===== config.mk =====
export PLATFORM = sky130hd
export DESIGN_NAME = stimulus_conditioner
export DESIGN_NICKNAME = d
export VERILOG_FILES = /design/src/rtl/stopwatch_pkg.sv /design/src/rtl/debounce_channel.sv /design/src/rtl/stimulus_conditioner.sv
export SDC_FILE = /design/constraint.sdc
export NUM_CORES = 1
export LEC_CHECK = 0
export CAP_MARGIN = 20
export CORE_AREA = 4 4 101 103
export CTS_CLUSTER_SIZE = 40
export DETAILED_ROUTE_END_ITERATION = 6
export DIE_AREA = 0 0 105 107
export DONT_BUFFER_PORTS = 1
export PLACE_DENSITY = 0.7
export SETUP_SLACK_MARGIN = 0.5
export SKIP_CTS_REPAIR_TIMING = 1
export SLEW_MARGIN = 20
export SYNTH_ARGS = -nofsm -noshare
export SYNTH_HDL_FRONTEND = slang
export SYNTH_SLANG_ARGS = --single-unit

===== constraint.sdc =====
create_clock -name clock -period 2 [get_ports clock]
set_input_delay 0.2 -clock clock [delete_from_list [all_inputs] [get_ports clock]]
set_output_delay 0.2 -clock clock [all_outputs]
set_load 0.02 [all_outputs]

===== src/rtl/stopwatch_pkg.sv =====
// Shared stopwatch constants: stimulus bit positions, key indices and debounce defaults.
// Latency: none (declarations only).
// Backpressure: not applicable.
package stopwatch_pkg;

    localparam int NUM_KEYS = 4;

    localparam int STIM_START_PAUSE = 5;
    localparam int STIM_LAP         = 4;
    localparam int STIM_RESET       = 3;
    localparam int STIM_CLEAR       = 2;
    localparam int STIM_LCD_BUSY    = 1;
    localparam int STIM_REG_BUSY    = 0;

    localparam int KEY_START_PAUSE = 0;
    localparam int KEY_LAP         = 1;
    localparam int KEY_RESET       = 2;
    localparam int KEY_CLEAR       = 3;

    // 10 ms at 50 MHz
    localparam int DEBOUNCE_CYCLES_DEFAULT = 500000;
    localparam int CNT_W_DEFAULT           = 19;

    typedef logic [1:0] key_idx_t;

    // Lowest-index set bit; tie-break for the optional press lockout.
    function automatic key_idx_t lowest_set(input logic [NUM_KEYS-1:0] v);
        key_idx_t idx;
        idx = '0;
        for (int i = NUM_KEYS - 1; i >= 0; i--) begin
            if (v[i]) begin
                idx = key_idx_t'(i);
            end
        end
        return idx;
    endfunction

endpackage


===== src/rtl/debounce_channel.sv =====
// One pushbutton: synchroniser, debounce counter, registered level and press pulse.
// Latency: SYNC_STAGES+DEBOUNCE_CYCLES cycles to level, one more cycle to the press pulse.
// Backpressure: none; free-running, consumers sample every cycle.
module debounce_channel
    import stopwatch_pkg::*;
#(
    parameter int DEBOUNCE_CYCLES = DEBOUNCE_CYCLES_DEFAULT,
    parameter int CNT_W           = CNT_W_DEFAULT,
    parameter int SYNC_STAGES     = 2
) (
    input  logic clock,
    input  logic reset,
    input  logic key_n,
    output logic level,
    output logic press_pulse
);

    localparam logic [CNT_W-1:0] CNT_LAST = CNT_W'(DEBOUNCE_CYCLES - 1);

    logic [SYNC_STAGES-1:0] sync_q, sync_d;
    logic [CNT_W-1:0]       cnt_q, cnt_d;
    logic                   stable_q, stable_d;
    logic                   stable_dly_q, stable_dly_d;
    logic                   press_q, press_d;
    logic                   sample;

    assign sample = sync_q[SYNC_STAGES-1];

    always_comb begin
        sync_d       = {sync_q[SYNC_STAGES-2:0], ~key_n};
        cnt_d        = cnt_q;
        stable_d     = stable_q;
        stable_dly_d = stable_q;
        if (sample == stable_q) begin
            cnt_d = '0;
        end else if (cnt_q == CNT_LAST) begin
            stable_d = sample;
            cnt_d    = '0;
        end else begin
            cnt_d = cnt_q + 1'b1;
        end
        // Rising edge only; release and held levels produce nothing.
        press_d = stable_q & ~stable_dly_q;
    end

    always_ff @(posedge clock) begin
        if (reset) begin
            sync_q       <= '0;
            cnt_q        <= '0;
            stable_q     <= 1'b0;
            stable_dly_q <= 1'b0;
            press_q      <= 1'b0;
        end else begin
            sync_q       <= sync_d;
            cnt_q        <= cnt_d;
            stable_q     <= stable_d;
            stable_dly_q <= stable_dly_d;
            press_q      <= press_d;
        end
    end

    assign level       = stable_q;
    assign press_pulse = press_q;

endmodule


===== src/rtl/stimulus_conditioner.sv =====
// Debounces four active-low keys and packs them with the busy flags into the control_fsm stimulus.
// Latency: keys SYNC_STAGES+DEBOUNCE_CYCLES cycles, busy flags combinational; optional SIMUL_LOCKOUT_EN masks all but one key.
// Backpressure: none; outputs are levels and single-cycle pulses.
module stimulus_conditioner
    import stopwatch_pkg::*;
#(
    parameter int DEBOUNCE_CYCLES = DEBOUNCE_CYCLES_DEFAULT,
    parameter int CNT_W           = CNT_W_DEFAULT,
    parameter int SYNC_STAGES     = 2
) (
    input  logic       clock,
    input  logic       reset,
    input  logic [3:0] key_n,
    input  logic       lcd_busy,
    input  logic       reg_busy,
    output logic [5:0] stimulus,
    output logic [3:0] press_event
);

    logic [NUM_KEYS-1:0] stable;
    logic [NUM_KEYS-1:0] press_raw;
    logic [NUM_KEYS-1:0] vis;

    for (genvar i = 0; i < NUM_KEYS; i++) begin : g_chan
        debounce_channel #(
            .DEBOUNCE_CYCLES(DEBOUNCE_CYCLES),
            .CNT_W          (CNT_W),
            .SYNC_STAGES    (SYNC_STAGES)
        ) u_chan (
            .clock      (clock),
            .reset      (reset),
            .key_n      (key_n[i]),
            .level      (stable[i]),
            .press_pulse(press_raw[i])
        );
    end

`ifdef SIMUL_LOCKOUT_EN
    logic                lock_vld_q, lock_vld_d;
    key_idx_t            lock_idx_q, lock_idx_d;
    logic [NUM_KEYS-1:0] vis_dly_q, vis_dly_d;
    logic [NUM_KEYS-1:0] press_q, press_d;

    // Owner keeps the lock while its level is high; on release the lock passes
    // straight to the lowest still-held key, which becomes visible next cycle.
    always_comb begin
        lock_vld_d = lock_vld_q;
        lock_idx_d = lock_idx_q;
        if (!lock_vld_q || !stable[lock_idx_q]) begin
            lock_vld_d = |stable;
            lock_idx_d = lowest_set(stable);
        end
        vis = '0;
        if (lock_vld_q) begin
            vis[lock_idx_q] = stable[lock_idx_q];
        end else if (|stable) begin
            vis[lowest_set(stable)] = 1'b1;
        end
        vis_dly_d = vis;
        press_d   = vis & ~vis_dly_q;
    end

    always_ff @(posedge clock) begin
        if (reset) begin
            lock_vld_q <= 1'b0;
            lock_idx_q <= '0;
            vis_dly_q  <= '0;
            press_q    <= '0;
        end else begin
            lock_vld_q <= lock_vld_d;
            lock_idx_q <= lock_idx_d;
            vis_dly_q  <= vis_dly_d;
            press_q    <= press_d;
        end
    end

    assign press_event = press_q;
`else
    assign vis         = stable;
    assign press_event = press_raw;
`endif

    always_comb begin
        stimulus                   = '0;
        stimulus[STIM_START_PAUSE] = vis[KEY_START_PAUSE];
        stimulus[STIM_LAP]         = vis[KEY_LAP];
        stimulus[STIM_RESET]       = vis[KEY_RESET];
        stimulus[STIM_CLEAR]       = vis[KEY_CLEAR];
        stimulus[STIM_LCD_BUSY]    = lcd_busy;
        stimulus[STIM_REG_BUSY]    = reg_busy;
    end

endmodule


==> impl_metrics.tcl, run 1 <==
set metrics [dict create \
    hold_start "reset" \
    cts_sinks 96 \
    clk-insertion-delay-late_ns 0.36 \
    grt_pass1_wl_mm 13.1 \
    grt-busiest-layer "met2" \
    fp.coreArea_um2 9200 \
    seqPwrFrac 0.590 \
    num_antenna_cells 0 \
    setup-violations-final 0 \
    avgSynthCellArea_um2 8.88 \
    slew_headroom 0.586 \
    finalHoldViolations 0 \
    endpoint_kind "flop" \
    synth_cell_types 39 \
    die_area_um2 11200 \
    syn_inst 459 \
    drc_errors 0 \
    stdcell_count 607 \
    placedInstanceArea_um2 4280 \
    synth-edff-count 0 \
    setup_ws_ns 0.202 \
    grt_remaining_overflow 0 \
    dp_hpwl_mm 5.08 \
    start_util 0.443 \
    async_flop_share 0 \
    yosys_warnings 0 \
    layout-drive-gt1-share 0.321 \
    ir_drop_mv 0.324 \
    cts_root_buf "clkbuf_8" \
    clkTransAtPathRegs_ns 0.09 \
    fin_area_um2 5110 \
    worst_slew_pin_slew_ns 0.619 \
    final_nets 503 \
    synth_seq_cells 96 \
    rows 35 \
    timing.final.crit_share 0.899 \
    r2r-start "g_chan[3].u_chan.cnt_q[0]" \
    via_per_inst 5.36 \
    clock_path_buffers 2 \
    die_x_um 105 \
    powerDensity_nw_per_um2 629 \
    wl_per_cell_um 13.9 \
    cp-startpoint "g_chan[3].u_chan.cnt_q[0]" \
    cts_max_level 3 \
    grt_util_met3 0.0530 \
    internal_power_mw 2.53 \
    grt_use_met1 0.164 \
    combPwrFrac 0.019 \
    fill_cells 791 \
    cp-start-kind "flop" \
    finalSetupTns_ns 0 \
    tritoncts "yes" \
    status "completed" \
    antenna_found_initial 0 \
    ant_nets 0 \
    maxCapViolations 0 \
    wl_mm 8.41 \
    min_path_type "in2reg" \
    chipHeight_um 107 \
    clkPwrFrac 0.391 \
    pin_count 18 \
    whs_ns 0.0638 \
    grt.total_usage 0.140 \
    grt_setup_unrepaired "true" \
    vias 3252 \
    dr.first_iter.drc_count 138 \
    finalCriticalPeriod_ns 1.80 \
    grt_max_degree 21 \
    drt_pass1_iterations 4 \
    area_growth_pct 25.6 \
    worstSetupPathType "reg2reg" \
    slew_viol_final 0 \
    grtUsageMet2 0.238 \
    grt_pass1_vias 2928 \
    arrival_ns 2.11 \
    switchingPower_mw 0.681 \
    cts_buffers 9 \
    placedCellCount 550 \
    final_util 0.556 \
    netlist_area_um2 4070 \
    critPathRequiredTime_ns 2.31 \
    final_cell_mix "61 x nor2_1, 52 x dfxtp_1, 34 x buf_4, 30 x xor2_1, 24 x xnor2_1" \
    path_max_fanout 5 \
    dp_slack_ns 0.164 \
    place.gp.congestion 0.829 \
    layout_commonest_cell "nor2_1" \
    leakage_nw 1.60 \
    yosysSeqAreaShare 0.472 \
    finClkSkew_ns 0.0118 \
    syn_nets 471 \
    p_sw_frac 0.212 \
    clock.fmax_mhz 556 \
    finalPower_mw 3.22 \
    yosys_most_used_dff "dfxtp_1" \
    port_buffers 0 \
]
## routing by layer
metal  part of all wire  vias to the layer above  routed length, µm
met3              0.031                       10                259
li1                   -                     1643                  -
met4              0.013                        0                112
met5                  0                        -                  0
met1               0.44                     1553               3720
met2               0.51                       46               4320
## path summary, 6_finish.rpt
kind              slack (ns)                      endpoint  cells past startpoint
setup / recovery        0.20    g_chan[3].u_chan.cnt_q[16]                      5
hold / removal          0.06     g_chan[3].u_chan.cnt_q[2]                      2
hold reg to reg         0.38  g_chan[3].u_chan.press_pulse                      1
setup reg to reg        0.20    g_chan[3].u_chan.cnt_q[16]                      5
## cells by family (layout without fill, tap and decap cells)
group,count (synthesis),after routing,share of synthesized area
AO/OA/AOI/OAI,48,48,0.0694
XOR/XNOR,54,54,0.116
adder cells (fa/ha/maj),4,4,0.0123
buffers and inverters,42,79,0.0491
flip-flops,96,96,0.472
AND/OR/NAND/NOR,215,215,0.281
## cell type report
type	count	area, µm²	area share
Timing Repair Buffer	47	424	0.0829
Sequential cell	96	2030	0.397
Multi-Input combinational cell	321	2270	0.443
Clock inverter	3	42.5	0.00832
Clock buffer	13	149	0.0291
Tap cell	111	139	0.0272
Inverter	16	60.1	0.0117
## flip-flops by register name, indices dropped and copies added, names as in the netlist
register                    count
g_chan.u_chan.cnt_q            76
g_chan.u_chan.level             4
g_chan.u_chan.press_pulse       4
g_chan.u_chan.stable_dly_q      4
g_chan.u_chan.sync_q            8
## worst max-delay path, stage by stage, from the launching register on
cell and delay [ns]:
dfxtp_4 0.38, ha_4 0.14, nand4_1 0.17, or3_4 0.46, or4_4 0.49, a21oi_2 0.12
## power by group through the flow
stage                     Sequential (mW)  Clock [mW]  Combinational, mW
final                                1.90        1.26             0.0608
after global routing                 1.90        1.38             0.0667
after CTS                            1.92        1.30             0.0304
after detailed placement             1.97           0             0.0300
after global placement               1.97           0             0.0291
after floorplan                      1.97           0             0.0380
## synth_stat cells, types with 5 or more instances
library cell | n | share of area
dfxtp_1 | 96 | 0.47
nor2_1 | 67 | 0.062
xor2_1 | 30 | 0.064
nand3_1 | 29 | 0.036
xnor2_1 | 24 | 0.052
a21oi_1 | 21 | 0.026
nand4_1 | 18 | 0.028
nand2_1 | 17 | 0.016
inv_1 | 16 | 0.015
o21ai_0 | 13 | 0.016
nor2b_1 | 12 | 0.018
or3_1 | 12 | 0.018
clkbuf_1 | 11 | 0.010
buf_4 | 10 | 0.018
nor4_1 | 10 | 0.015
or4_1 | 10 | 0.018
and4_1 | 8 | 0.017
and3_1 | 7 | 0.011
nor3_1 | 6 | 0.0074
o31ai_1 | 6 | 0.011
nand2b_1 | 5 | 0.0077
(Power assumes the default switching activity.)
==> run 2, diff against run 1 <==
--- a/config.mk
+++ b/config.mk
@@ -7,6 +7,7 @@
 export LEC_CHECK = 0
 export CAP_MARGIN = 20
 export CORE_AREA = 4 4 101 103
+export CTS_BUF_LIST = sky130_fd_sc_hd__clkbuf_4 sky130_fd_sc_hd__clkbuf_8
 export CTS_CLUSTER_SIZE = 40
 export DETAILED_ROUTE_END_ITERATION = 6
 export DIE_AREA = 0 0 105 107
==> run 2 against run 1 <==
Setup slack improved by 0.00051 ns. Routed wire length is 0.24% lower. First-iteration DRC count is 17% lower. Largest cell class unchanged. Clock power increased by 3%. Highest routed layer unchanged. Global-route usage hardly changed. Register-to-register slack about the same. Total power rose by 1.2%.
==> impl_metrics.tcl, run 2 (synthesized netlist as in run 1, its figures left out) <==
set metrics [dict create \
    maxCapViolations 0 \
    vias 3250 \
    finClkSkew_ns 0.0131 \
    reg2reg_depth 5 \
    dr.first_iter.drc_count 115 \
    powerDensity_nw_per_um2 635 \
    clock_path_buffers 2 \
    crit_chain "ha_4 -> nand4_1 -> or3_4 -> or4_4 -> a21oi_2" \
    leakage_nw 1.61 \
    finalHoldViolations 0 \
    cts_sinks 96 \
    grt.total_usage 0.140 \
    slowest_delay_ns 0.49 \
    ant_nets 0 \
    grt_remaining_overflow 0 \
    layout-drive-gt1-share 0.327 \
    fp.coreArea_um2 9200 \
    num_antenna_cells 0 \
    hold_start "reset" \
    layout_commonest_cell "nor2_1" \
    rr_endpoint "g_chan[3].u_chan.cnt_q[16]" \
    tritoncts "yes" \
    arrival_ns 2.11 \
    clock.fmax_mhz 556 \
    slew_headroom 0.585 \
    grt_setup_unrepaired "true" \
    via_per_inst 5.35 \
    chipHeight_um 107 \
    top_register "g_chan.u_chan.cnt_q" \
    final_nets 503 \
    whs_ns 0.0656 \
    grt_max_degree 21 \
    area_growth_pct 25.8 \
    worstSetupPathType "reg2reg" \
    slew_viol_final 0 \
    hold_depth 2 \
    die_area_um2 11200 \
    grt_pass1_wl_mm 13.0 \
    cts_buffers 9 \
    timing.final.crit_share 0.899 \
    start_util 0.443 \
    r2r-start "g_chan[3].u_chan.cnt_q[0]" \
    critPathSlowestCell "or4_4" \
    largestRegisters "g_chan.u_chan.cnt_q (76), g_chan.u_chan.sync_q (8)" \
    drc_errors 0 \
    rows 35 \
    min_path_type "in2reg" \
    whs_endpoint "g_chan[3].u_chan.cnt_q[2]" \
    status "completed" \
    antenna_found_initial 0 \
    place.gp.congestion 0.829 \
    wl_per_cell_um 13.8 \
    endpoint_kind "flop" \
    cts_root_buf "clkbuf_8" \
    clk-insertion-delay-late_ns 0.36 \
    path_max_fanout 5 \
    wl_mm 8.39 \
    pin_count 18 \
    dp_hpwl_mm 5.08 \
    fill_cells 790 \
    ir_drop_mv 0.339 \
    cp-start-kind "flop" \
    drt_pass1_iterations 4 \
    setup-violations-final 0 \
    die_x_um 105 \
    critPathRequiredTime_ns 2.31 \
    rrSetupSlack_ns 0.20 \
    worst_slew_pin_slew_ns 0.620 \
    port_buffers 0 \
    clkTransAtPathRegs_ns 0.09 \
    finalSetupTns_ns 0 \
    cts_max_level 3 \
    largest_reg_flops 76 \
    final_cell_mix "61 x nor2_1, 52 x dfxtp_1, 34 x buf_4, 30 x xor2_1, 24 x xnor2_1" \
    finalCriticalPeriod_ns 1.80 \
    grt_pass1_vias 2926 \
]
==> run 2: changes by cell type in the layout (fill, tap and decap cells not counted) <==
cell | previous run | this run
clkbuf_1 | 3 | 0
clkbuf_4 | 0 | 3
==> run 2: worst max-delay path by stage <==
| stage | startpoint | endpoint |
|---|---|---|
| global placement | g_chan[3].u_chan.cnt_q[6] | g_chan[3].u_chan.cnt_q[17] |
| CTS | g_chan[3].u_chan.cnt_q[6] | g_chan[3].u_chan.cnt_q[17] |
| global route | g_chan[3].u_chan.cnt_q[0] | g_chan[3].u_chan.cnt_q[16] |
| finish | g_chan[3].u_chan.cnt_q[0] | g_chan[3].u_chan.cnt_q[16] |
| detailed placement | g_chan[3].u_chan.cnt_q[6] | g_chan[3].u_chan.cnt_q[17] |
| floorplan | g_chan[3].u_chan.cnt_q[7] | g_chan[3].u_chan.cnt_q[17] |
==> run 2: worst max-delay path, delay by kind of cell, from the launching register on <==
| family | cells | cell delay, ns |
|---|---|---|
| AOI/OAI and AO/OA | 1 | 0.12 |
| DFF | 1 | 0.38 |
| and+or+nand+nor | 3 | 1.12 |
| adders and majority gates | 1 | 0.14 |
==> run 2: cell type report <==
type / instances / area [µm²] / share of cell area
clock buffer: 13 / 160 / 0.0312
sequential: 96 / 2030 / 0.396
multi-input combinational: 321 / 2270 / 0.443
timing repair buffer: 47 / 424 / 0.0827
tap: 111 / 139 / 0.0271
inverter: 16 / 60.1 / 0.0117
clock inverter: 3 / 42.5 / 0.00830
==> run 2: metal layers <==
layer | vias up | global-route usage | part of all wire
met5 | - | 0 | 0
met4 | 0 | 0.0412 | 0.010
met3 | 7 | 0.0530 | 0.032
met2 | 40 | 0.238 | 0.51
met1 | 1565 | 0.163 | 0.45
li1 | 1638 | - | -
==> run 2: through the flow <==
| step | instances | utilization | cell area (µm²) | power, mW | setup WS (ns) |
|---|---|---|---|---|---|
| 6_report | 607 | 0.557 | 5130 | 3.26 | 0.202 |
| 3_5_place_dp | 550 | 0.465 | 4280 | 2.00 | 0.164 |
| 3_3_place_gp | 550 | 0.465 | 4280 | 2.00 | 0.222 |
| 5_1_grt | 607 | 0.557 | 5130 | 3.38 | 0.160 |
| 2_1_floorplan | 459 | - | 4270 | 2.01 | 0.287 |
| 4_1_cts | 566 | 0.487 | 4480 | 3.29 | 0.161 |
==> run 2: report_power, final <==
part           internal (mW)  switching (mW)
Clock                  0.654           0.644
Sequential              1.89         0.00652
Combinational         0.0313          0.0297
